**config.mk**
```make
export PLATFORM = sky130hd
export DESIGN_NAME = vga_timer_param
export DESIGN_NICKNAME = d
export VERILOG_FILES = /design/src/rtl/vga_timer_param.sv
export SDC_FILE = /design/constraint.sdc
export NUM_CORES = 1
export LEC_CHECK = 0
export CAP_MARGIN = 20
export CORE_UTILIZATION = 44
export DETAILED_ROUTE_END_ITERATION = 12
export GPL_TIMING_DRIVEN = 0
export PLACE_DENSITY = 0.8
export SLEW_MARGIN = 20
export SYNTH_ARGS = -nofsm -noshare
export SYNTH_HDL_FRONTEND = slang
export SYNTH_SLANG_ARGS = --single-unit
```
**constraint.sdc**
```tcl
create_clock -name clk_i -period 1.8 [get_ports clk_i]
set_clock_uncertainty 0.15 [all_clocks]
set_input_delay 0.36 -clock clk_i [delete_from_list [all_inputs] [get_ports clk_i]]
set_output_delay 0.36 -clock clk_i [all_outputs]
set_load 0.02 [all_outputs]
```
**src/rtl/vga_timer_param.sv**
```systemverilog
// vga_timer_param: parametrised VESA-style raster timing generator.
//
// Produces horizontal/vertical position counters for any mode described by
// the visible/porch/sync parameters, plus the decoded sync, blanking and
// start-of-line/start-of-frame strobes that the pixel and sprite renderers
// consume. An internal prescaler divides clk_i down to the pixel rate, and
// enable_i freezes all timing state without losing position.
//
// Ports:
//   clk_i          system clock
//   rst_i          synchronous reset, active-high; beats enable_i
//   enable_i       1 = timing advances, 0 = all state holds
//   pix_stb_o      one clk_i cycle per pixel, marks the cycle the counters move
//   hsync_o        horizontal sync, H_SYNC_POL level when asserted
//   vsync_o        vertical sync, V_SYNC_POL level when asserted
//   visible_o      current position lies in the active area
//   line_start_o   pixel strobe at x == 0
//   frame_start_o  pixel strobe at x == 0, y == 0
//   position_x_o   horizontal counter
//   position_y_o   vertical counter
//   frame_count_o  completed-frame count, wraps modulo 2^FRAME_W

module vga_timer_param #(
  parameter int unsigned H_VISIBLE  = 640,
  parameter int unsigned H_FRONT    = 16,
  parameter int unsigned H_SYNC     = 96,
  parameter int unsigned H_BACK     = 48,
  parameter int unsigned V_VISIBLE  = 480,
  parameter int unsigned V_FRONT    = 10,
  parameter int unsigned V_SYNC     = 2,
  parameter int unsigned V_BACK     = 33,
  parameter int unsigned H_SYNC_POL = 0,
  parameter int unsigned V_SYNC_POL = 0,
  parameter int unsigned PIX_DIV    = 1,
  parameter int unsigned CNT_W      = 10,
  parameter int unsigned FRAME_W    = 8
) (
  input  logic               clk_i,
  input  logic               rst_i,
  input  logic               enable_i,
  output logic               pix_stb_o,
  output logic               hsync_o,
  output logic               vsync_o,
  output logic               visible_o,
  output logic               line_start_o,
  output logic               frame_start_o,
  output logic [CNT_W-1:0]   position_x_o,
  output logic [CNT_W-1:0]   position_y_o,
  output logic [FRAME_W-1:0] frame_count_o
);

  // ---------------------------------------------------------------------------
  // Derived timing constants
  // ---------------------------------------------------------------------------
  localparam int unsigned HTotal      = H_VISIBLE + H_FRONT + H_SYNC + H_BACK;
  localparam int unsigned VTotal      = V_VISIBLE + V_FRONT + V_SYNC + V_BACK;
  localparam int unsigned HSyncStart  = H_VISIBLE + H_FRONT;
  localparam int unsigned HSyncEnd    = HSyncStart + H_SYNC;
  localparam int unsigned VSyncStart  = V_VISIBLE + V_FRONT;
  localparam int unsigned VSyncEnd    = VSyncStart + V_SYNC;
  localparam longint unsigned CntSpan = 64'd1 << CNT_W;

  // A one-bit prescaler is kept even at PIX_DIV = 1; it simply never leaves 0.
  localparam int unsigned PreW = (PIX_DIV > 1) ? $clog2(PIX_DIV) : 1;

  localparam logic [PreW-1:0]  PreMax      = PreW'(PIX_DIV - 1);
  localparam logic [CNT_W-1:0] XMax        = CNT_W'(HTotal - 1);
  localparam logic [CNT_W-1:0] YMax        = CNT_W'(VTotal - 1);
  localparam logic [CNT_W-1:0] XVisEnd     = CNT_W'(H_VISIBLE);
  localparam logic [CNT_W-1:0] YVisEnd     = CNT_W'(V_VISIBLE);
  localparam logic [CNT_W-1:0] XSyncStartC = CNT_W'(HSyncStart);
  localparam logic [CNT_W-1:0] XSyncEndC   = CNT_W'(HSyncEnd);
  localparam logic [CNT_W-1:0] YSyncStartC = CNT_W'(VSyncStart);
  localparam logic [CNT_W-1:0] YSyncEndC   = CNT_W'(VSyncEnd);

  localparam logic HPol = (H_SYNC_POL != 0);
  localparam logic VPol = (V_SYNC_POL != 0);

  // ---------------------------------------------------------------------------
  // Elaboration-time legality check
  // ---------------------------------------------------------------------------
  if (PIX_DIV < 1 ||
      H_FRONT < 1 || H_SYNC < 1 || H_BACK < 1 ||
      V_FRONT < 1 || V_SYNC < 1 || V_BACK < 1 ||
      CntSpan < 64'(HTotal) || CntSpan < 64'(VTotal)) begin : gen_illegal_params
    $error("vga_timer_param: illegal parameter set (PIX_DIV, porch/sync widths or CNT_W)");
  end

  // ---------------------------------------------------------------------------
  // State
  // ---------------------------------------------------------------------------
  logic [PreW-1:0]    pre_q,   pre_d;
  logic [CNT_W-1:0]   x_q,     x_d;
  logic [CNT_W-1:0]   y_q,     y_d;
  logic [FRAME_W-1:0] frame_q, frame_d;

  logic pix_stb;
  logic x_at_end;
  logic y_at_end;

  // Strobe is combinational from the prescaler so it lines up with the cycle
  // in which the position registers load their next value.
  assign pix_stb  = enable_i & (pre_q == PreMax);
  assign x_at_end = (x_q == XMax);
  assign y_at_end = (y_q == YMax);

  // ---------------------------------------------------------------------------
  // Next-state logic
  // ---------------------------------------------------------------------------
  always_comb begin
    pre_d   = pre_q;
    x_d     = x_q;
    y_d     = y_q;
    frame_d = frame_q;

    if (enable_i) begin
      pre_d = (pre_q == PreMax) ? '0 : pre_q + PreW'(1);
    end

    if (pix_stb) begin
      if (x_at_end) begin
        x_d = '0;
        if (y_at_end) begin
          y_d     = '0;
          frame_d = frame_q + FRAME_W'(1);
        end else begin
          y_d = y_q + CNT_W'(1);
        end
      end else begin
        x_d = x_q + CNT_W'(1);
      end
    end
  end

  // Reset wins over enable and discards any in-progress wrap.
  always_ff @(posedge clk_i) begin
    if (rst_i) begin
      pre_q   <= '0;
      x_q     <= '0;
      y_q     <= '0;
      frame_q <= '0;
    end else begin
      pre_q   <= pre_d;
      x_q     <= x_d;
      y_q     <= y_d;
      frame_q <= frame_d;
    end
  end

  // ---------------------------------------------------------------------------
  // Zero-latency decodes from the current position
  // ---------------------------------------------------------------------------
  logic h_sync_act;
  logic v_sync_act;
  logic line_start;

  assign h_sync_act = (x_q >= XSyncStartC) && (x_q < XSyncEndC);
  assign v_sync_act = (y_q >= YSyncStartC) && (y_q < YSyncEndC);
  assign line_start = pix_stb & (x_q == '0);

  assign pix_stb_o     = pix_stb;
  assign hsync_o       = h_sync_act ? HPol : ~HPol;
  assign vsync_o       = v_sync_act ? VPol : ~VPol;
  assign visible_o     = (x_q < XVisEnd) && (y_q < YVisEnd);
  assign line_start_o  = line_start;
  assign frame_start_o = line_start & (y_q == '0);
  assign position_x_o  = x_q;
  assign position_y_o  = y_q;
  assign frame_count_o = frame_q;

endmodule

```
==> results of run 1 <==
==> cells by family (layout without fill, tap and decap cells) <==
| group | after synthesis | count (layout) | share of synthesized area |
|---|---|---|---|
| and+or+nand+nor | 80 | 80 | 0.322 |
| AOI/OAI and AO/OA | 37 | 38 | 0.140 |
| DFF | 28 | 28 | 0.369 |
| buffers and inverters | 16 | 74 | 0.0552 |
| xor gates and xnor gates | 10 | 10 | 0.0577 |
| adders and majority gates | 6 | 6 | 0.0494 |
| muxes | 1 | 1 | 0.00659 |
==> critical path: stages, from the launching register on <==
cell     delay (ns)
dfxtp_4        0.38
inv_4          0.05
ha_4           0.12
nor4b_4        0.18
and3_4         0.23
and4_4         0.21
buf_6          0.11
==> power by group through the flow <==
stage | Sequential, mW | Clock (mW) | Combinational (mW)
floorplan | 0.647 | 0 | 0.0449
global placement | 0.642 | 0 | 0.0837
detailed placement | 0.643 | 0 | 0.0849
CTS | 0.622 | 0.315 | 0.114
global route | 0.620 | 0.353 | 0.143
finish | 0.619 | 0.321 | 0.133
==> cell type report <==
| type | count | share of cell area |
|---|---|---|
| Buffer | 7 | 0.0272 |
| Clock buffer | 4 | 0.0152 |
| Inverter | 7 | 0.0131 |
| Multi-Input combinational cell | 135 | 0.456 |
| Sequential cell | 28 | 0.256 |
| Tap cell | 44 | 0.0230 |
| Timing Repair Buffer | 56 | 0.210 |
==> registers in the layout, indices dropped and copies added, names as in the netlist <==
register,flops
position_y_o,10
frame_count_o,8
position_x_o,10
==> worst min-delay path by stage <==
stage	from	endpoint	cells after the start
floorplan	rst_i	frame_count_o[0]$_SDFFE_PP0P_	1
global placement	frame_count_o[7]$_SDFFE_PP0P_	frame_count_o[7]$_SDFFE_PP0P_	2
detailed placement	frame_count_o[7]$_SDFFE_PP0P_	frame_count_o[7]$_SDFFE_PP0P_	2
CTS	enable_i	position_x_o[0]$_SDFFE_PP0P_	3
global route	enable_i	position_x_o[1]$_SDFFE_PP0P_	3
finish	enable_i	position_x_o[0]$_SDFFE_PP0P_	3
==> through the flow <==
| step | hold WS, ns | setup TNS, ns | total power [mW] | instances | instance area [µm²] |
|---|---|---|---|---|---|
| 2_1_floorplan | 0.272 | -0.287 | 0.692 | 178 | 1570 |
| 3_3_place_gp | 0.312 | -4.74 | 0.726 | 257 | 1970 |
| 3_5_place_dp | 0.339 | -5.99 | 0.728 | 257 | 1970 |
| 4_1_cts | 0.253 | -2.92 | 1.05 | 276 | 2230 |
| 5_1_grt | 0.269 | -4.01 | 1.12 | 281 | 2390 |
| 6_report | 0.247 | -2.74 | 1.07 | 281 | 2390 |
==> repair_timing <==
| action | 4_1_cts | 5_1_grt |
|---|---|---|
| endpoints found under the setup margin | 58 | 23 |
| gates cloned | 2 | 0 |
| hold buffers | 0 | 0 |
| setup buffers | 13 | 9 |
| pin swaps | 28 | 9 |
| gates resized for setup | 95 | 44 |
==> routing by layer <==
metal / vias to the layer above / global-route usage / wire [µm]
li1: 779 / - / -
met1: 818 / 0.296 / 1890
met5: - / 0 / 0
met3: 13 / 0.0469 / 198
met2: 57 / 0.460 / 2440
met4: 0 / 0.0747 / 76
==> placed cells by master (no fill, tap or decap), types with 6 or more instances in the layout <==
master	instances
buf_4	18
dfxtp_2	11
o21ai_0	9
nand2_1	10
dfxtp_4	10
buf_6	10
or3_1	6
dlygate4sd2_1	27
a21oi_1	6
a21oi_2	11
dfxtp_1	7
nor2_1	13
nand3_1	8
nand4_1	6
==> impl_metrics.toml, run 1 <==
[outcome]
outcome = "complete, but fails checks"
violations = "setup timing"

[timing]
period_needed_ns = 2.12
hold_viol_final = 0
slew_headroom = 0.624
drv_slew = 0
tightest_slew_ns = 0.565
period_share = 1.18
setup_viol = 21
fmax_ghz = 0.471
rsz0062_at_grt = "true"
setup_ws_ns = -0.324

[clocking]
clock_sinks = 28
root_buffer = "clkbuf_4"
htreeDepth = 1
numCtsBuffers = 3
path_clk_slew_ns = 0.15
cts_tree = "yes"
worstSkewPairLatency_ns = 0.34
clk_path_buf_depth = 2

[synthesis]
yosysMostFrequentCell = "dfxtp_1"
synth.avg_cell_area_um2 = 8.53
synth_ff_type = "dfxtp_1"
synth_edf_count = 0
ys_top_cells_by_area = "dfxtp_1 37%, a21oi_1 5.6%, ha_1 4.9%, or3_1 4.1%, o21ai_0 3.6%"
synth_common_cells = "28 x dfxtp_1, 17 x a21oi_1, 14 x nor2_1"
yosysUniqueCellTypes = 36
syn_area_mm2 = 0.00152
syn_nets = 187
yosysSeqAreaShare = 0.369
async_flop_share = 0
synth_top_area_cell = "dfxtp_1"
yosys_warnings = 0
syn-instance-count = 178
synth_top_area_share = 0.369
ys_ff_latch = 28

[grt]
track_usage = 0.251
grt_pass1_vias = 1565
grt_pass1_wl_um = 6940
grt_antenna_before_repair = 0
grt_max_degree = 16
overflow = 0

[layout]
register_area_um2 = 612
fillerInstances = 220
nets = 247
post-route-util = 0.759
multiInputGateArea_mm2 = 0.00109
syn_to_final_growth_pct = 57.6
diodes = 0
drive_gt1_frac = 0.430

[routing]
drc_errors = 0
vias = 1667
wl_per_cell_um = 16.4
dr.pass1.iters = 4
via_per_inst = 5.93
ant_nets = 0
routed_wl_um = 4600
drt_iter0_drc = 100

[floorplanning]
core-area_mm2 = 0.00315
start_util = 0.482
dieWidth_um = 60.8
die-height_um = 60.8
dieArea_mm2 = 0.00369
rows = 20
io_pins = 37

[setup_path]
crit_arrival_ns = 1.61
crit_end = "frame_start_o"
rr_startpoint = "position_y_o[0]$_SDFFE_PP0P_"
timing.rr.end = "frame_count_o[6]$_SDFFE_PP0P_"
critPathKind = "flip-flop to primary output"
setup.worst_path.start = "position_x_o[1]$_SDFFE_PP0P_"
worstRegToRegCells = 7
start_kind = "flip-flop"
r2r_setup_slack_ns = -0.19
required_ns = 1.29
cp_max_fo = 2
crit_path_end_kind = "primary output"

[place]
dp_hpwl_um = 2660
port_buffers = 35
place_congestion = 0.814
place_worst_setup_slack_ns = -0.529

[power]
leakagePower_nw = 0.958
power_frac_comb = 0.124
max-vdd-ir-drop_mv = 0.571
switching_power_mw = 0.269
swShare = 0.250
seqPwrFrac = 0.577
internal_power_mw = 0.805
p_clk_frac = 0.299
power_density_mw_per_mm2 = 449

[flow_run]
max_cap_violations = 0

[worst_hold_path]
hold_path_class = "primary input to flip-flop"
Power figures use the tool's default switching activity.
==> run 2, diff against run 1 <==
REMOVE_ABC_BUFFERS = 1   (was default)
SETUP_SLACK_MARGIN = 0.4   (was default)
==> run 2 against run 1 <==
The flow still finishes with violations (setup timing). Sequential power is 3% lower. Total power is 14% higher. Via count is 30% higher. Sequential share of layout area is 3.8 points lower. Largest cell class unchanged. Highest routed layer unchanged.
==> impl_metrics.toml, run 2 (synthesis results as in run 1) <==
[power]
power_frac_comb = 0.135
switching_power_mw = 0.324
p_clk_frac = 0.377
swShare = 0.264
power_density_mw_per_mm2 = 409
seqPwrFrac = 0.488
internal_power_mw = 0.903
leakagePower_nw = 1.17
max-vdd-ir-drop_mv = 0.324
p_total_mw = 1.23

[layout]
diodes = 0
stdcell_area_mm2 = 0.00300
nets = 286
final_cell_mix = "59 x buf_6, 35 x buf_4, 23 x dfxtp_4, 15 x a21oi_2, 11 x nor2_1"
drive_gt1_frac = 0.710
final_common_cell = "buf_6"
syn_to_final_growth_pct = 97.3
fin_cells = 320
post-route-util = 0.950

[setup_path]
crit_arrival_ns = 1.82
crit_path_end_kind = "primary output"
required_ns = 1.29
slowest_delay_ns = 0.39
critPathKind = "flip-flop to primary output"
cp_max_fo = 2
start_kind = "flip-flop"
path_cells = "inv_2 -> ha_4 -> nor4b_4 -> and3_4 -> and4_1 -> buf_6"
slowest_stage = "dfxtp_4"

[flow_run]
max_cap_violations = 0

[timing]
setup_viol = 24
setup_ws_ns = -0.530
fmax_ghz = 0.429
slew_headroom = 0.492
period_needed_ns = 2.33
period_share = 1.29
hold_viol_final = 0
drv_slew = 0
fin_tns_setup_ns = -4.78
tightest_slew_ns = 0.759
rsz0062_at_grt = "true"

[routing]
drt_iter0_drc = 214
drc_errors = 0
ant_nets = 0
routed_wl_um = 8130
wl_per_cell_um = 25.4
dr.pass1.iters = 5
vias = 2160
via_per_inst = 6.75

[outcome]
outcome = "complete, but fails checks"
violations = "setup timing"

[grt]
grt_antenna_before_repair = 0
grt_pass1_wl_um = 9360
grt_pass1_vias = 1894
track_usage = 0.354
grt_max_degree = 18
overflow = 0

[place]
dp_hpwl_um = 2370
dpl-instance-area_mm2 = 0.00188
port_buffers = 36
dp.cells = 249
place_congestion = 0.839

[clocking]
cts_tree = "yes"
numCtsBuffers = 3
root_buffer = "clkbuf_4"
clock_sinks = 28
postCtsHoldBufs = 0
clk_path_buf_depth = 2
htreeDepth = 1
path_clk_slew_ns = 0.19
worstSkewPairLatency_ns = 0.37

[floorplanning]
rows = 20
die-height_um = 60.8
core-area_mm2 = 0.00315
start_util = 0.482
io_pins = 37
dieArea_mm2 = 0.00369
dieWidth_um = 60.8

[worst_hold_path]
hold_path_class = "flip-flop to flip-flop"
[run 2: final timing paths]
kind	from	to	slack, ns	depth (start not counted)
worst max-delay path	position_x_o[0]$_SDFFE_PP0P_	frame_start_o	-0.53	6
worst min-delay path	frame_count_o[5]$_SDFFE_PP0P_	frame_count_o[5]$_SDFFE_PP0P_	0.38	2
worst max register to register	position_x_o[7]$_SDFFE_PP0P_	frame_count_o[5]$_SDFFE_PP0P_	-0.28	6
worst min register to register	frame_count_o[5]$_SDFFE_PP0P_	frame_count_o[5]$_SDFFE_PP0P_	0.38	2
[run 2: final cells by class]
type | instances | area, µm²
repair buffers | 100 | 992
inverters | 7 | 26.3
clock inverters | 1 | 30.0
multi-input cells | 137 | 1220
fillers | 79 | 156
flip-flops and latches | 28 | 653
clock buffers | 3 | 22.5
well taps | 44 | 55.1
[run 2: power groups by stage]
stage	registers, mW	clock network [mW]	logic (mW)
global placement	0.646	0	0.0796
global route	0.599	0.476	0.171
CTS	0.600	0.417	0.126
detailed placement	0.646	0	0.0804
floorplan	0.651	0	0.0338
finish	0.599	0.462	0.166
[run 2: worst max-delay path: cells and delay by family, from the launching register on]
family | cells | cell delay, ns
simple gates | 3 | 0.74
flops | 1 | 0.39
buf+inv | 2 | 0.19
fa+ha+maj | 1 | 0.14
[run 2: repair_timing]
| item | 4_1_cts | 5_1_grt |
|---|---|---|
| cloned | 3 | 0 |
| pin swaps | 48 | 7 |
| resized for setup | 301 | 61 |
| setup endpoints to repair | 62 | 61 |
| setup buffers | 53 | 11 |
[run 2: through the flow]
step | hold slack (ns) | setup WS, ns
2_1_floorplan | 0.279 | -0.247
3_3_place_gp | 0.307 | -0.999
3_5_place_dp | 0.338 | -1.05
4_1_cts | 0.340 | -0.289
5_1_grt | 0.394 | -0.555
6_report | 0.377 | -0.530
[run 2: per-layer routing]
| metal | up-vias | GRT usage | part of all wire | wire, µm |
|---|---|---|---|---|
| met5 | - | 0 | 0 | 0 |
| met4 | 0 | 0.182 | 0.080 | 648 |
| met3 | 78 | 0.0576 | 0.11 | 860 |
| met2 | 221 | 0.645 | 0.48 | 3910 |
| met1 | 1005 | 0.394 | 0.33 | 2710 |
| li1 | 856 | - | - | - |
